[config.mk]
export PLATFORM = sky130hd
export DESIGN_NAME = aux_packet_tx
export DESIGN_NICKNAME = d
export VERILOG_FILES = /design/src/rtl/aux_packet_tx.sv
export SDC_FILE = /design/constraint.sdc
export NUM_CORES = 1
export LEC_CHECK = 0
export ABC_CLOCK_PERIOD_IN_PS = 3400
export BUFFER_PORTS_ARGS = -buffer_cell sky130_fd_sc_hd__buf_2
export CAP_MARGIN = 20
export CELL_PAD_IN_SITES_DETAIL_PLACEMENT = 2
export CELL_PAD_IN_SITES_GLOBAL_PLACEMENT = 2
export CORE_UTILIZATION = 34
export CTS_BUF_LIST = sky130_fd_sc_hd__clkbuf_4
export DETAILED_ROUTE_END_ITERATION = 6
export PLACE_DENSITY = 0.85
export SYNTH_ARGS = -nofsm -noshare
export SYNTH_HDL_FRONTEND = slang
export SYNTH_SLANG_ARGS = --single-unit
[constraint.sdc]
create_clock -name clk -period 3.4 [get_ports clk]
set_input_delay 0.34 -clock clk [delete_from_list [all_inputs] [get_ports clk]]
set_output_delay 0.34 -clock clk [all_outputs]
set_load 0.1 [all_outputs]
[src/rtl/aux_packet_tx.sv]
// Test-traffic transmitter: bursts of fixed-length packets carrying an aux
// sequence byte, with optional suppression of one packet per run.
module aux_packet_tx #(
   parameter int         PACKETSIZE  = 33,
   parameter int         WHEREIS_AUX = 0,
   parameter int         GAP         = 10,
   parameter logic [7:0] FILL        = 8'h12
) (
   input  logic        clk,
   input  logic        rst,
   input  logic        start,
   input  logic [15:0] segment_number_max,
   input  logic [7:0]  aux_count,
   input  logic        drop_en,
   input  logic [7:0]  drop_aux,
   input  logic [15:0] drop_seg,
   output logic        tx_en,
   output logic [7:0]  tx_data,
   output logic        busy,
   output logic        done,
   output logic [7:0]  aux_out,
   output logic [15:0] seg_out,
   output logic [31:0] sent_count
);

   localparam int GW = (GAP > 1) ? $clog2(GAP) : 1;
   localparam logic [15:0] LAST_IDX = 16'(PACKETSIZE - 1);
   localparam logic [15:0] AUX_IDX  = 16'(WHEREIS_AUX);
   localparam logic [GW-1:0] GAP_LAST = GW'(GAP - 1);

   typedef enum logic [1:0] {
      S_IDLE,
      S_SEND,
      S_GAP,
      S_FIN
   } state_t;

   state_t state_q, state_d;

   logic [15:0]   seg_max_q, seg_max_d;
   logic [7:0]    aux_cnt_q, aux_cnt_d;
   logic          drop_en_q, drop_en_d;
   logic [7:0]    drop_aux_q, drop_aux_d;
   logic [15:0]   drop_seg_q, drop_seg_d;
   logic [15:0]   idx_q, idx_d;
   logic [GW-1:0] gap_q, gap_d;
   logic [7:0]    aux_q, aux_d;
   logic [15:0]   seg_q, seg_d;
   logic [31:0]   sent_q, sent_d;
   logic          tx_en_q, tx_en_d;
   logic [7:0]    tx_data_q, tx_data_d;
   logic          busy_q, busy_d;
   logic          done_q, done_d;

   logic drop_hit;
   logic seg_last;
   logic aux_last;

   assign drop_hit = drop_en_q && (aux_q == drop_aux_q)
                     && (seg_q == drop_seg_q);
   assign seg_last = (seg_q == seg_max_q - 16'd1);
   // aux_count of 0 means 256 values, so the last aux is 255
   assign aux_last = (aux_q == aux_cnt_q - 8'd1);

   always_comb begin
      state_d    = state_q;
      seg_max_d  = seg_max_q;
      aux_cnt_d  = aux_cnt_q;
      drop_en_d  = drop_en_q;
      drop_aux_d = drop_aux_q;
      drop_seg_d = drop_seg_q;
      idx_d      = idx_q;
      gap_d      = gap_q;
      aux_d      = aux_q;
      seg_d      = seg_q;
      sent_d     = sent_q;
      unique case (state_q)
         S_IDLE: begin
            if (start) begin
               seg_max_d  = segment_number_max;
               aux_cnt_d  = aux_count;
               drop_en_d  = drop_en;
               drop_aux_d = drop_aux;
               drop_seg_d = drop_seg;
               if (segment_number_max == 16'd0) begin
                  state_d = S_FIN;
               end else begin
                  aux_d   = 8'd0;
                  seg_d   = 16'd0;
                  idx_d   = 16'd0;
                  state_d = S_SEND;
               end
            end
         end
         S_SEND: begin
            idx_d = idx_q + 16'd1;
            if (idx_q == LAST_IDX) begin
               gap_d   = '0;
               state_d = S_GAP;
               if (!drop_hit) sent_d = sent_q + 32'd1;
            end
         end
         S_GAP: begin
            gap_d = gap_q + GW'(1);
            if (gap_q == GAP_LAST) begin
               if (seg_last) begin
                  seg_d = 16'd0;
                  aux_d = aux_q + 8'd1;
               end else begin
                  seg_d = seg_q + 16'd1;
               end
               if (seg_last && aux_last) begin
                  state_d = S_FIN;
               end else begin
                  idx_d   = 16'd0;
                  state_d = S_SEND;
               end
            end
         end
         S_FIN: state_d = S_IDLE;
         default: state_d = S_IDLE;
      endcase
   end

   // Byte outputs are registered from the current state, one cycle behind it
   always_comb begin
      tx_en_d   = (state_q == S_SEND) && !drop_hit;
      tx_data_d = 8'h00;
      if (tx_en_d) tx_data_d = (idx_q == AUX_IDX) ? aux_q : FILL;
      busy_d = (state_q != S_IDLE);
      done_d = (state_q == S_FIN);
   end

   always_ff @(posedge clk or negedge rst) begin
      if (!rst) begin
         state_q    <= S_IDLE;
         seg_max_q  <= '0;
         aux_cnt_q  <= '0;
         drop_en_q  <= 1'b0;
         drop_aux_q <= '0;
         drop_seg_q <= '0;
         idx_q      <= '0;
         gap_q      <= '0;
         aux_q      <= '0;
         seg_q      <= '0;
         sent_q     <= '0;
         tx_en_q    <= 1'b0;
         tx_data_q  <= '0;
         busy_q     <= 1'b0;
         done_q     <= 1'b0;
      end else begin
         state_q    <= state_d;
         seg_max_q  <= seg_max_d;
         aux_cnt_q  <= aux_cnt_d;
         drop_en_q  <= drop_en_d;
         drop_aux_q <= drop_aux_d;
         drop_seg_q <= drop_seg_d;
         idx_q      <= idx_d;
         gap_q      <= gap_d;
         aux_q      <= aux_d;
         seg_q      <= seg_d;
         sent_q     <= sent_d;
         tx_en_q    <= tx_en_d;
         tx_data_q  <= tx_data_d;
         busy_q     <= busy_d;
         done_q     <= done_d;
      end
   end

   assign tx_en      = tx_en_q;
   assign tx_data    = tx_data_q;
   assign busy       = busy_q;
   assign done       = done_q;
   assign aux_out    = aux_q;
   assign seg_out    = seg_q;
   assign sent_count = sent_q;

endmodule

Word level (Yosys, flattened, before mapping)
Index checks and enable logic that the tools add are counted.

cells by class
  add/subtract/negate cells = 7
  eq/ne operators = 15
  mux-type cells = 23
  bitwise operators = 1
  reduce and logical (&&, ||, !) cells = 19

operator list
  cell                                                   number
  2-to-1 mux 16 bit                                      6
  2-to-1 mux 8 bit                                       6
  case mux 16 bit (3 select lines)                       1
  adder 16 x 1 -> 16 bit (second input constant)         2
  adder 32 x 1 -> 32 bit (second input constant)         1
  equality test 16 bit                                   2
  zero test 16 bit                                       2
  case mux 16 bit (2 select lines)                       1
  equality test 16 x 6 -> 1 bit (second input constant)  1
  equality test 8 bit                                    2
  case mux 8 bit (2 select lines)                        1
  subtractor 16 x 1 -> 16 bit (second input constant)    1
  inequality test 2 bit (second input constant)          6
  2-to-1 mux 2 bit                                       5
  AND reduction 5 bit                                    2
  adder 8 x 1 -> 8 bit (second input constant)           1
  case mux 2 bit (4 select lines)                        1
  case mux 4 bit (2 select lines)                        1
  subtractor 8 x 1 -> 8 bit (second input constant)      1
  AND reduction 3 bit                                    2
  nonzero test 2 bit                                     3
  adder 4 x 1 -> 4 bit (second input constant)           1
  equality test 2 bit (second input constant)            2
  equality test 4 bit (second input constant)            1
  9 further kinds                                        13

word-level totals
  register bits after elaboration = 138
  bits of input ports = 52
  output and inout port bits = 67
  word-level logic and storage cells = 80

Longest topological paths before layout
  word-level depth = 6
  depth in mapped cells = 13
  mapped depth without buffers = 10

Least setup slack after synthesis
Ideal clock, no wire load.

  path type = register to register
  start = register seg_max_q[0]
  end = register aux_q[7], in the netlist aux_out[7]
  library setup time = 0.072 ns
  data arrival time = 3.521 ns
  path slack = -0.193 ns
  cell stages (with the launch flop) = 12
  path buffers = 1
  clock period less this slack = 3.593 ns
  path through = dfrtp_1 -> inv_1 -> ha_1 -> or4b_2 -> or2_1 -> or4_4 -> xnor2_2 -> a2111oi_1 -> a31o_1 -> buf_2 -> or4b_1 -> nand2_1

between the ends
  longest elaborated chain between the ends = 4

RTL lines
  what                                    line  RTL
  start, declared                         40    logic [15:0] seg_max_q, seg_max_d;
  start signal, assigned                  153   seg_max_q <= seg_max_d;
  subtractor 16 x 1 -> 16 bit             61    assign seg_last = (seg_q == seg_max_q - 16'd1);
  equality test 16 bit                    61
  inequality test 2 bit (no source line)  n/a
  AND reduction 5 bit (no source line)    n/a
  end signal, assigned                    160   aux_q <= aux_d;
  end, declared                           47    logic [7:0] aux_q, aux_d;

No other way between the ends.
A chain may end at the register's enable or synchronous reset.

Final worst setup path
  start = register seg_max_q[0]
  end = register idx_q[5]

between the ends
  longest elaborated chain between the ends = 5

RTL lines
  what                                    line  RTL
  subtractor 16 x 1 -> 16 bit             61
  equality test 16 bit                    61
  logical AND 1 bit                       112   if (seg_last && aux_last) begin
  inequality test 2 bit (no source line)  n/a
  AND reduction 5 bit (no source line)    n/a
  end signal, assigned                    158   idx_q <= idx_d;
  end, declared                           45    logic [15:0] idx_q, idx_d;

No other way between the ends.

==> metrics <==
dpl hpwl=16300 microns; Post-synth EDFFs=0; mapped cell area=0.00719 sq mm; Synth async-reset ratio=1.00; #FFs+latches synth=138; maximum vdd drop=0.294 mV; syn_nets=754; top-area cell type share of the netlist area=0.481; synth cell count leaders=dfrtp_1 (138), nand2_1 (54), xnor2_1 (49); crit path kind=register to register; final setup fails=0; CP arrival=3.89 ns; DP Cell Count=1068; gr ovfl total=0; Core ar.=0.0205 sq mm; final hold vios=0; RSZ-0062 raised after global routing=yes; Post-Synthesis Cells=693; Port Buffers=118; Slew Limit Fails=0; reg2reg end=idx_q[5]; vias in the first global route=6926; Main synth FF type=dfrtp_1; Fin Setup TNS=0 ns; fin crit share=0.993; gr usage total=0.239; measured slew at the worst slew-check pin=1.06 ns; R2R setup slack=0.02 ns; initial antenna violation count=3; # fillers=2172; WL/cell=22.1 microns; Max FO, Critical Path=35; Die Ht=147 microns; Hold Path Cell Cnt=3; die area=0.0217 sq mm; Clk Latency, worst-skew pair=0.59 ns; # clock sinks=138; die width=147 microns; CP Launch Type=register; non-filler cells, final=1155; dpl cell area=0.00818 sq mm; boundary pin count=119; # DRC=0; Yosys warning total=0; FMAX=296 MHz; Worst Setup End Kind=register; max cap viols=0; Worst Reg-to-Reg Cells=12; H-tree levels=4; Routability Congestion=0.801; final wirelength=25500 microns; buffer depth of the longest clock path=2; max_slew headroom=0.290; # rows=52; Synth area leader=dfrtp_1; largest net degree at the start of global routing=72; drt first pass iters=4; first-pass GRT wire length=39900 microns; routed via count=6175; vias per cell=5.35; leakage power total=4.08 nW; post-detailed-route count of antenna-violating nets=0; Finished Cell Area=0.00903 sq mm; most frequent cell after synthesis=dfrtp_1; hold endpoint=seg_max_q[1]; PD cells=631 mW/mm^2; Initial Utilization=0.351; Critical Path RT=3.91 ns; fin crit period=3.38 ns; Synth Area per Inst=10.4 sq um; Worst-path clk slew=0.16 ns; Hold WC Path Type=primary input to register; library cells used by synthesis=55; P&R area growth vs syn=25.7%; layout cells sized above 1=0.279; sequential area share after synthesis=0.481; total CTS buffers=17; drt first-iter violations=229; Worst Skew=0.0285 ns; clk root buf=clkbuf_4; outcome=completed; worst min-delay path startpoint=segment_number_max[1]; CTS tree=done; final net count=930; Critical R2R Launch=seg_max_q[0]; largest cells by area after synthesis=dfrtp_1 (48%), mux2_2 (7.2%), xnor2_1 (6.0%), xor2_1 (5.4%), nand2_1 (2.8%)
==> timing repair <==
action | CTS | global route
buffers inserted | 1 | 2
endpoints found under the hold margin | 113 | 5
setup endpoints to repair | 15 | 9
pin swaps | 1 | 3
resized for setup | 5 | 6
hold buffers | 44 | 5
==> layout make-up <==
| class | count | area, sq um | area share |
|---|---|---|---|
| sequential | 138 | 3450 | 0.382 |
| inverter | 16 | 60.1 | 0.00665 |
| clock buffer | 17 | 128 | 0.0141 |
| tap | 270 | 338 | 0.0374 |
| antenna | 3 | 7.51 | 0.000831 |
| timing repair buffer | 194 | 1330 | 0.147 |
| multi-input combinational | 502 | 3570 | 0.395 |
| clock inverter | 15 | 151 | 0.0168 |
==> cell usage in the layout, fill, tap and decap left out, drive strengths merged, types with 4 or more instances in the layout <==
| cell type | n |
|---|---|
| mux2i | 8 |
| a211oi | 4 |
| nor4 | 20 |
| nand3 | 38 |
| nand2 | 54 |
| dlygate4sd3 | 49 |
| nor2 | 35 |
| nor3 | 21 |
| nor3b | 4 |
| a31oi | 4 |
| or3 | 9 |
| and4 | 4 |
| o21ai | 33 |
| and2 | 10 |
| inv | 26 |
| nand4 | 17 |
| nand2b | 8 |
| xnor2 | 50 |
| xor2 | 44 |
| mux2 | 46 |
| buf | 145 |
| dfrtp | 138 |
| clkbuf | 17 |
| ha | 9 |
| a21oi | 17 |
| or4 | 14 |
| o21bai | 5 |
| and3 | 11 |
| o211ai | 6 |
| o31ai | 7 |
==> sequential cells by signal, indices dropped and copies added, names as in the netlist, 16 cells and up <==
signal	flops
seg_max_q	16
drop_seg_q	16
sent_count	32
idx_q	16
seg_out	16
==> report_power, final <==
group | switching (mW) | total, mW | internal (mW)
registers | 0.453 | 2.47 | 2.01
clock network | 0.792 | 1.13 | 0.335
logic | 1.21 | 2.11 | 0.898
==> cell families (layout without fill, tap and decap cells) <==
kind of cell,count (synthesis),after routing,share of synthesized area
AND/OR/NAND/NOR,256,256,0.194
flip-flops,138,138,0.481
XOR/XNOR,94,94,0.116
AO/OA/AOI/OAI,89,89,0.0775
multiplexers,54,54,0.0832
buffers and inverters,53,242,0.0329
adder cells (fa/ha/maj),9,9,0.0157
other,0,3,0
==> worst max path at each step <==
stage                 startpoint  slack, ns          to  cells past startpoint
detailed placement  seg_max_q[1]      -0.03  aux_out[3]                     10
finish              seg_max_q[0]       0.02    idx_q[5]                     12
global route        seg_max_q[0]      -0.08  seg_out[2]                     12
floorplan           seg_max_q[0]       0.07  aux_out[7]                     11
CTS                 seg_max_q[3]       0.06    idx_q[5]                     11
global placement    seg_max_q[0]       0.06  aux_out[5]                     10
==> through the flow <==
step / hold WS, ns / setup slack [ns] / util / power, mW
floorplan: 0.0444 / 0.0695 / - / 3.72
CTS: 0.00134 / 0.0602 / 0.436 / 5.56
global placement: 0.416 / 0.0625 / 0.399 / 4.25
global route: 0.0263 / -0.0763 / 0.441 / 6.00
detailed placement: 0.418 / -0.0267 / 0.399 / 4.37
finish: 0.0390 / 0.0245 / 0.441 / 5.70
==> per-layer routing <==
layer / routed length (microns) / up-vias / GRT usage
met5: 0 / - / 0
li1: - / 2829 / -
met1: 11000 / 3179 / 0.304
met2: 13000 / 135 / 0.413
met3: 887 / 32 / 0.0438
met4: 556 / 0 / 0.0696
==> worst max-delay path: stages (launching register included) <==
cell,delay [ns]
dfrtp_1,0.42
inv_1,0.14
ha_4,0.16
or4b_4,0.47
or2_4,0.26
or4_4,0.46
xnor2_4,0.21
a2111oi_4,0.05
buf_4,0.17
and3_4,0.16
buf_12,0.16
or4_1,0.49
a21oi_2,0.15
Note: power is estimated with default switching activity, not from simulation.
